`src/rtl/uart_rx_param.sv`:
```
// rtl/uart_rx_param.sv - oversampling UART receiver with parity/framing/break detection and FWFT receive FIFO
module uart_rx_param #(
    parameter int DATA_BITS  = 8,
    parameter int PARITY     = 1,
    parameter int STOP_BITS  = 1,
    parameter int OVERSAMPLE = 16,
    parameter int FIFO_DEPTH = 4,
    parameter int RTS_LEVEL  = FIFO_DEPTH - 1
) (
    input  logic                 Clk,
    input  logic                 Rst,
    input  logic                 Rx_In,
    input  logic                 Rd_En,
    output logic                 RTS,
    output logic                 Data_Rdy_Out,
    output logic [DATA_BITS-1:0] Rx_Data_Out,
    output logic [2:0]           Rx_Error,
    output logic                 Overrun
);
    localparam int SW = $clog2(OVERSAMPLE);
    localparam int PW = $clog2(FIFO_DEPTH);
    localparam int CW = PW + 1;
    localparam int EW = DATA_BITS + 3;
    localparam logic [CW-1:0] RTS_LVL   = CW'(RTS_LEVEL);
    localparam logic [CW-1:0] FULL_LVL  = CW'(FIFO_DEPTH);
    localparam logic          PAR_ODD   = (PARITY == 2);
    localparam logic          PAR_EN    = (PARITY != 0);

    typedef enum logic [2:0] {
        S_IDLE, S_START, S_DATA, S_PARITY, S_STOP, S_BREAK_WAIT
    } state_t;

    state_t                 state_q, state_d;
    logic                   sync1_q, sync2_q;
    logic [SW-1:0]          scnt_q, scnt_d;
    logic [3:0]             bcnt_q, bcnt_d;
    logic [DATA_BITS-1:0]   data_q, data_d;
    logic                   par_q, par_d;
    logic                   ferr_q, ferr_d;
    logic                   zero_q, zero_d;
    logic [EW-1:0]          mem_q [FIFO_DEPTH];
    logic [PW-1:0]          wptr_q, wptr_d, rptr_q, rptr_d;
    logic [CW-1:0]          cnt_q, cnt_d;
    logic                   rts_q, rts_d;
    logic                   ovr_q, ovr_d;

    logic          rx_s, tick, half, last_data, last_stop;
    logic          push, brk, frame_err, par_err;
    logic          pop, full, wr_en;
    logic [EW-1:0] entry, head;

    assign rx_s      = sync2_q;
    assign tick      = (scnt_q == SW'(OVERSAMPLE - 1));
    assign half      = (scnt_q == SW'(OVERSAMPLE / 2 - 1));
    assign last_data = (bcnt_q == 4'(DATA_BITS - 1));
    assign last_stop = (bcnt_q == 4'(STOP_BITS - 1));
    // Break/framing include the stop sample being taken this cycle.
    assign brk       = zero_q & ~rx_s;
    assign frame_err = ferr_q | ~rx_s | brk;
    assign par_err   = PAR_EN && ((^data_q ^ par_q) != PAR_ODD);

    always_ff @(posedge Clk) begin
        if (Rst) begin
            sync1_q <= 1'b1;
            sync2_q <= 1'b1;
            state_q <= S_IDLE;
            scnt_q  <= '0;
            bcnt_q  <= '0;
            data_q  <= '0;
            par_q   <= 1'b0;
            ferr_q  <= 1'b0;
            zero_q  <= 1'b1;
            wptr_q  <= '0;
            rptr_q  <= '0;
            cnt_q   <= '0;
            rts_q   <= 1'b0;
            ovr_q   <= 1'b0;
        end else begin
            sync1_q <= Rx_In;
            sync2_q <= sync1_q;
            state_q <= state_d;
            scnt_q  <= scnt_d;
            bcnt_q  <= bcnt_d;
            data_q  <= data_d;
            par_q   <= par_d;
            ferr_q  <= ferr_d;
            zero_q  <= zero_d;
            wptr_q  <= wptr_d;
            rptr_q  <= rptr_d;
            cnt_q   <= cnt_d;
            rts_q   <= rts_d;
            ovr_q   <= ovr_d;
        end
    end

    always_ff @(posedge Clk) begin
        if (wr_en) mem_q[wptr_q] <= entry;
    end

    always_comb begin
        state_d = state_q;
        scnt_d  = scnt_q + 1'b1;
        bcnt_d  = bcnt_q;
        data_d  = data_q;
        par_d   = par_q;
        ferr_d  = ferr_q;
        zero_d  = zero_q;
        case (state_q)
            S_IDLE: begin
                scnt_d = '0;
                bcnt_d = '0;
                ferr_d = 1'b0;
                zero_d = 1'b1;
                par_d  = 1'b0;
                if (!rx_s) state_d = S_START;
            end
            S_START: begin
                if (half) begin
                    scnt_d  = '0;
                    state_d = rx_s ? S_IDLE : S_DATA;
                end
            end
            S_DATA: begin
                if (tick) begin
                    scnt_d = '0;
                    data_d = {rx_s, data_q[DATA_BITS-1:1]};
                    zero_d = zero_q & ~rx_s;
                    if (last_data) begin
                        bcnt_d  = '0;
                        state_d = PAR_EN ? S_PARITY : S_STOP;
                    end else begin
                        bcnt_d = bcnt_q + 4'd1;
                    end
                end
            end
            S_PARITY: begin
                if (tick) begin
                    scnt_d  = '0;
                    par_d   = rx_s;
                    zero_d  = zero_q & ~rx_s;
                    state_d = S_STOP;
                end
            end
            S_STOP: begin
                if (tick) begin
                    scnt_d = '0;
                    ferr_d = ferr_q | ~rx_s;
                    zero_d = zero_q & ~rx_s;
                    if (last_stop) state_d = brk ? S_BREAK_WAIT : S_IDLE;
                    else           bcnt_d  = bcnt_q + 4'd1;
                end
            end
            S_BREAK_WAIT: begin
                scnt_d = '0;
                if (rx_s) state_d = S_IDLE;
            end
            default: state_d = S_IDLE;
        endcase
    end

    always_comb begin
        push  = (state_q == S_STOP) && tick && last_stop;
        entry = {brk, frame_err, par_err, data_q};
        pop   = Rd_En && (cnt_q != '0);
        full  = (cnt_q == FULL_LVL);
        // When full, a simultaneous pop frees the head slot that the write reuses.
        wr_en  = push && (!full || pop);
        ovr_d  = push && full && !pop;
        wptr_d = wptr_q + PW'(wr_en);
        rptr_d = rptr_q + PW'(pop);
        cnt_d  = cnt_q + CW'(wr_en) - CW'(pop);
        rts_d  = (cnt_d < RTS_LVL);
        head   = mem_q[rptr_q];
    end

    assign RTS          = rts_q;
    assign Overrun      = ovr_q;
    assign Data_Rdy_Out = (cnt_q != '0);
    assign Rx_Data_Out  = Data_Rdy_Out ? head[DATA_BITS-1:0] : '0;
    assign Rx_Error     = Data_Rdy_Out ? head[EW-1:DATA_BITS] : 3'b000;
endmodule

```
`config.mk`:
```
export PLATFORM = sky130hd
export DESIGN_NAME = uart_rx_param
export DESIGN_NICKNAME = d
export VERILOG_FILES = /design/src/rtl/uart_rx_param.sv
export SDC_FILE = /design/constraint.sdc
export NUM_CORES = 1
export LEC_CHECK = 0
export CORE_MARGIN = 2
export CORE_UTILIZATION = 59
export CTS_CLUSTER_DIAMETER = 80
export DETAILED_ROUTE_END_ITERATION = 7
export HOLD_SLACK_MARGIN = 0.08
export PLACE_DENSITY = 0.85
export RECOVER_POWER = 25
export SYNTH_ARGS = -nofsm -noshare
export SYNTH_HDL_FRONTEND = slang
export SYNTH_SLANG_ARGS = --single-unit
```
`constraint.sdc`:
```
create_clock -name Clk -period 3.5 [get_ports Clk]
set_input_delay 1.05 -clock Clk [delete_from_list [all_inputs] [get_ports Clk]]
set_output_delay 1.05 -clock Clk [all_outputs]
set_load 0.01 [all_outputs]
```
==> qor.yml, run 1 <==
global_routing:
  grt-ovfl-total: 0
  grt_first_pass_wirelength_um: 9620
  grt_max_degree: 21
  grt_pass1_vias: 1985
  antenna_found_initial: 0
  grt_usage_pct: 20.1
placement:
  finalWeightedCongestion: 0.806
  numPortBuffers: 17
  dpl.hpwl_um: 3850
  placed_cell_area_um2: 3620
logic_synthesis:
  syn_area_per_cell_um2: 13.2
  synth_top_area_share_pct: 39.2
  synth_top_area_cell: "edfxtp_1"
  synth_xor_area_share_pct: 3.90
  syn_inst: 255
  synth.mux.area_fraction_pct: 10.1
  ys_ff_latch: 77
  synth_fa_ha_area_share_pct: 3.20
  syn_nets: 267
  syn_area_um2: 3370
  seq_area_frac_synth_pct: 58.9
  ys_types: 56
  synth_simple_gate_area_share_pct: 13.2
  ys_warn_count: 0
  synth-compound-area-share_pct: 7.32
  synth-edff-count: 44
  synthArstFlopShare_pct: 0
  ys_dominant_reg_cell: "edfxtp_1"
  synth_top_family_by_area: "simple AND/OR/NAND/NOR gates"
  ys_top_cells_by_area: "edfxtp_1 (39%), dfxtp_1 (20%), mux4_2 (7.4%)"
sta:
  fmax_mhz: 318
  rsz0062_at_grt: "false"
  clock_skew_ns: 0.00850
  setup_violations: 0
  finalCriticalPeriod_ns: 3.15
  tightest_slew_ns: 0.969
  setup_tns_ns: 0
  hold_viol: 0
  fin_crit_sh_pct: 89.9
  finalMaxSlewViolations: 0
  relSlewSlack_pct: 35.2
drt:
  drc: 0
  dr.pass1.iters: 4
  wl_per_cell_um: 15.6
  vias: 2015
  drt-total-wl_um: 5580
  drtIter0Drc: 140
  via_per_inst: 5.64
  final_antenna_net_count: 0
die:
  fp.dieW_um: 79.5
  fp.dieH_um: 79.5
  placementRows: 27
  core_area_um2: 5510
  start_util_pct: 61.1
  die_area_um2: 6330
  io_pins: 18
power_and_ir_drop:
  ir_worst_vdd_v: 0.000364
  total_power_mw: 2.31
  p_per_area_nw_per_um2: 605
  p_leak_nw: 1.37
cts:
  clkTransAtPathRegs_ns: 0.08
  ctsRootBufferMaster: "clkbuf_8"
  insertion_delay_ns: 0.33
  cts-buffers-inserted: 9
  cts_resized: 0
  holdBufCountCts: 0
  ctsLongestPathBuffers: 2
  htree_levels: 3
  cts_sinks: 77
  cts_setup_buffers: 0
  cts_tree: "done"
final_layout:
  layout-drive-gt1-share_pct: 16.1
  multi_input_area_um2: 1270
  regArea_um2: 1980
  synthToLayoutAreaGrowth_pct: 13.5
  fillers: 382
  finalInstanceArea_um2: 3820
  insertedDiodeCount: 0
  nets: 292
worst_setup_path:
  end_kind: "primary output"
  reg2reg_slack_ns: 0.93
  critPathKind: "register to primary output"
  required_ns: 2.45
  crit_arrival_ns: 2.10
  start_kind: "register"
  reg2regPathDepth: 11
  crit_fanout: 12
flow_run:
  cap_violations: 0
run_status:
  outcome: "finished clean"
worst_hold_path:
  whs_path_depth: 1
  holdCritPathClass: "register to register"
Yosys cell counts (all sizes together) (3+ instances only):
cell type  count
nand2b         6
edfxtp        44
a211oi         3
inv           12
nor2b         18
nand3          6
xor2           3
a21oi          9
clkbuf         4
ha             7
mux2i          8
buf            8
nor3b          3
nand4          4
dfxtp         33
o21ai          8
mux4          11
xnor2         12
nor2          18
nor3           7
cell usage in the layout (no fill, tap or decap), types with 3 or more instances in the layout:
cell | netlist | final
nor3_1 | 7 | 7
nor2b_1 | 18 | 18
nand3_1 | 5 | 5
clkinvlp_4 | 0 | 3
o21ai_1 | 4 | 4
mux4_2 | 11 | 11
a21oi_1 | 8 | 8
buf_4 | 4 | 9
ha_1 | 7 | 7
inv_1 | 10 | 10
clkdlybuf4s50_1 | 0 | 17
edfxtp_1 | 44 | 44
xor2_1 | 3 | 3
nand4_1 | 4 | 4
nand2b_1 | 6 | 6
mux2i_1 | 8 | 8
o21ai_0 | 4 | 4
clkbuf_8 | 0 | 9
nor2_1 | 18 | 18
xnor2_1 | 12 | 12
dfxtp_1 | 33 | 33
per-layer routing:
| metal | vias up | share of wire, % | global-route usage [%] |
|---|---|---|---|
| li1 | 997 | - | - |
| met1 | 979 | 44 | 26.0 |
| met2 | 33 | 52 | 32.9 |
| met3 | 6 | 2.6 | 5.43 |
| met4 | 0 | 1.1 | 7.24 |
| met5 | - | 0 | 0 |
registers in the layout (all words and copies together) (netlist names), 2 cells and up:
name and count:
mem_q 44, state_q 3, bcnt_q 4, data_q 8
rptr_q 2, wptr_q 2, scnt_q 4, cnt_q 3
cell families after synthesis:
family,count (synthesis)
buffers and inverters,24
AND/OR/NAND/NOR,76
AO/OA/AOI/OAI,35
flip-flops,77
multiplexers,20
XOR/XNOR,15
adder cells (fa/ha/maj),8
where the power goes:
| group | internal [mW] | switching (mW) | total [mW] | leakage (nW) |
|---|---|---|---|---|
| clock | 0.334 | 0.315 | 0.649 | 0.0895 |
| sequential | 0.983 | 0.0553 | 1.04 | 0.673 |
| combinational | 0.353 | 0.273 | 0.626 | 0.608 |
| total | 1.67 | 0.643 | 2.31 | 1.37 |
area by class of cell:
cell class	instances	share of cell area [%]
clock buffer	10	3.34
inverter	12	1.18
timing repair buffer	26	6.22
clock inverter	6	1.83
multi-input combinational	154	33.2
sequential	77	51.8
tap	72	2.36
per-stage QoR:
stage | std cells | hold WS, ns | setup WS, ns | utilization [%]
after floorplan | 255 | 0.389 | 0.593 | -
after global placement | 341 | 0.400 | 0.206 | 65.8
after detailed placement | 341 | 0.397 | 0.120 | 65.8
after CTS | 357 | 0.419 | 0.324 | 69.4
after global routing | 357 | 0.430 | 0.257 | 69.4
final | 357 | 0.417 | 0.355 | 69.4
final timing paths:
check / from / end
worst max-delay path: rptr_q[1] / Rx_Data_Out[3]
worst min-delay path: sync1_q / rx_s
worst max register to register: bcnt_q[0] / RTS
worst min register to register: sync1_q / rx_s
worst max-delay path: stages (launching register included):
cell and delay, ns:
dfxtp_1 0.71, mux4_2 0.40, nor2b_1 0.15, clkdlybuf4s50_1 0.50
Power figures use the tool's default switching activity.
==> inputs of run 2 (changes only) <==
--- a/config.mk
+++ b/config.mk
@@ -5,7 +5,8 @@
 export SDC_FILE = /design/constraint.sdc
 export NUM_CORES = 1
 export LEC_CHECK = 0
-export CORE_MARGIN = 2
+export ABC_CLOCK_PERIOD_IN_PS = 3500
+export CAP_MARGIN = 0
 export CORE_UTILIZATION = 59
 export CTS_CLUSTER_DIAMETER = 80
 export DETAILED_ROUTE_END_ITERATION = 7
==> run 2 against run 1 <==
Effect of this change:
- non-clock buffer count down 1
- die area down 5.0%
- sequential power about the same
- register-to-register slack better by 0.06 ns
- routed wire length up 0.25%
- largest power group unchanged
==> qor.yml, run 2 (synthesized netlist as in run 1, its figures left out) <==
sta:
  setup_slack_ns: 0.347  # was 0.355 ns
  clock_skew_ns: 0.00908  # was 0.00850 ns
  tightest_slew_ns: 0.948  # was 0.969 ns
  relSlewSlack_pct: 36.6  # was 35.2%
  rsz0062_at_grt: "false"  # unchanged
  setup_tns_ns: 0  # unchanged
  fmax_mhz: 317  # was 318 MHz
  finalCriticalPeriod_ns: 3.15  # about the same
  holdWs_ns: 0.417  # about the same
  setup_violations: 0  # unchanged
  fin_crit_sh_pct: 90.1  # was 89.9%
  finalMaxSlewViolations: 0  # unchanged
  hold_viol: 0  # unchanged
worst_setup_path:
  reg2regPathDepth: 9  # was 11
  r2r-start: "state_q[2]"  # was bcnt_q[0]
  start_kind: "register"  # unchanged
  required_ns: 2.45  # about the same
  critPathKind: "register to primary output"  # unchanged
  r2r_end: "RTS"  # unchanged
  crit_fanout: 12  # unchanged
  end_kind: "primary output"  # unchanged
  critPathMaxStageDelay_ns: 0.71  # about the same
  path_delay_family: "flip-flops"  # unchanged
  critPathBufInv: 1  # unchanged
  cp_cell_sequence: "mux4_2 > nor2b_1 > clkdlybuf4s50_1"  # unchanged
  reg2reg_slack_ns: 0.99  # was 0.93 ns
  slowest_stage: "dfxtp_1"  # unchanged
  crit_arrival_ns: 2.10  # about the same
cts:
  cts_tree: "done"  # unchanged
  insertion_delay_ns: 0.34  # was 0.33 ns
  htree_levels: 3  # unchanged
  cts_setup_buffers: 0  # unchanged
  cts_resized: 0  # unchanged
  clkTransAtPathRegs_ns: 0.08  # about the same
  cts_sinks: 77  # unchanged
  cts-buffers-inserted: 9  # unchanged
  holdBufCountCts: 0  # unchanged
  ctsRootBufferMaster: "clkbuf_8"  # unchanged
  ctsLongestPathBuffers: 2  # unchanged
die:
  placementRows: 27  # unchanged
  fp.dieH_um: 77.5  # was 79.5 um
  die_area_um2: 6010  # was 6330 um^2
  core_area_um2: 5510  # unchanged
  start_util_pct: 61.1  # unchanged
  fp.dieW_um: 77.5  # was 79.5 um
  io_pins: 18  # unchanged
power_and_ir_drop:
  switching_share_pct: 27.1  # was 27.8%
  p_int_mw: 1.68  # was 1.67 mW
  p_comb_share_pct: 26.7  # was 27.1%
  power_frac_clock_pct: 28.4  # was 28.1%
  p_sw_mw: 0.627  # was 0.643 mW
  ir_worst_vdd_v: 0.000281  # was 0.000364 V
  total_power_mw: 2.31  # about the same
  p_leak_nw: 1.38  # was 1.37 nW
  p_per_area_nw_per_um2: 605  # about the same
  p_seq_share_pct: 44.9  # about the same
drt:
  final_antenna_net_count: 0  # unchanged
  wl_per_cell_um: 15.7  # was 15.6 um
  dr.pass1.iters: 4  # unchanged
  via_per_inst: 5.69  # was 5.64
  drt-total-wl_um: 5590  # was 5580 um
  vias: 2024  # was 2015
  drc: 0  # unchanged
  drtIter0Drc: 98  # was 140
global_routing:
  grt_first_pass_wirelength_um: 9320  # was 9620 um
  grt_usage_pct: 20.7  # was 20.1%
  antenna_found_initial: 0  # unchanged
  grt_max_degree: 21  # unchanged
  grt_pass1_vias: 1938  # was 1985
  grt-ovfl-total: 0  # unchanged
final_layout:
  final_cell_mix: "edfxtp_1 (44), dfxtp_1 (33), nor2b_1 (18), nor2_1 (18), clkdlybuf4s50_1 (17)"  # unchanged
  synthToLayoutAreaGrowth_pct: 13.4  # was 13.5%
  nets: 291  # was 292
  multi_input_area_um2: 1270  # unchanged
  largest_reg_flops: 44  # unchanged
  largest_register: "mem_q"  # unchanged
  fillers: 370  # was 382
  layout-drive-gt1-share_pct: 15.8  # was 16.1%
  top_regs: "mem_q x44, data_q x8"  # unchanged
  regArea_um2: 1980  # unchanged
  insertedDiodeCount: 0  # unchanged
  final_common_cell: "edfxtp_1"  # unchanged
run_status:
  outcome: "finished clean"  # unchanged
placement:
  finalWeightedCongestion: 0.786  # was 0.806
  numPortBuffers: 17  # unchanged
  place_ws_ns: 0.159  # was 0.120 ns
  dpl.hpwl_um: 3780  # was 3850 um
flow_run:
  cap_violations: 0  # unchanged
worst_hold_path:
  hp-start: "sync1_q"  # unchanged
  hold_path_end: "rx_s"  # unchanged
  holdCritPathClass: "register to register"  # unchanged
  whs_path_depth: 1  # unchanged
run 2: cell types whose count changed in the layout (fill, tap and decap cells not counted), sizes merged:
cell      before  now
clkinv         0    3
clkinvlp       3    1
inv           14   12
buf            9    8
clkbuf        10   11
run 2: how the worst max path moves through the flow:
stage,startpoint,endpoint,depth (start not counted)
6_report,rptr_q[1],Rx_Data_Out[3],3
5_1_grt,rptr_q[0],Rx_Data_Out[3],4
4_1_cts,rptr_q[1],Rx_Data_Out[3],3
3_5_place_dp,Rd_En,RTS,10
3_3_place_gp,Rd_En,RTS,10
2_1_floorplan,Rd_En,RTS,9
run 2: final cells by class:
type | instances | share of cell area (%)
Sequential cell | 77 | 51.9
Clock inverter | 5 | 1.57
Inverter | 12 | 1.18
Timing Repair Buffer | 25 | 6.03
Tap cell | 72 | 2.36
Multi-Input combinational cell | 154 | 33.3
Clock buffer | 11 | 3.70
run 2: layer usage:
layer	track usage (%)	vias to the layer above	share of wire (%)
met3	4.59	8	2.9
met4	9.06	0	1.6
met1	25.1	988	44
li1	-	988	-
met5	0	-	0
met2	35.5	40	52
run 2: worst reg2reg max path, stage by stage, from the launching register on:
cell     delay (ns)
dfxtp_1        0.60
nor3b_1        0.33
nand4_1        0.16
ha_1           0.30
inv_1          0.04
ha_1           0.18
fa_1           0.38
xnor2_1        0.18
xnor2_1        0.16
and2_1         0.14
run 2: stage by stage:
step	area [um^2]	utilization (%)	std cells
3_3_place_gp	3620	65.7	340
6_report	3820	69.3	356
3_5_place_dp	3620	65.7	340
5_1_grt	3820	69.3	356
2_1_floorplan	3370	-	255
4_1_cts	3820	69.3	356
run 2: power by group through the flow:
stage               registers, mW  logic, mW  clock network [mW]
floorplan                    1.03      0.412                   0
global placement             1.06      0.607                   0
detailed placement           1.06      0.624                   0
CTS                          1.04      0.627               0.671
global route                 1.04      0.676               0.702
finish                       1.04      0.618               0.656
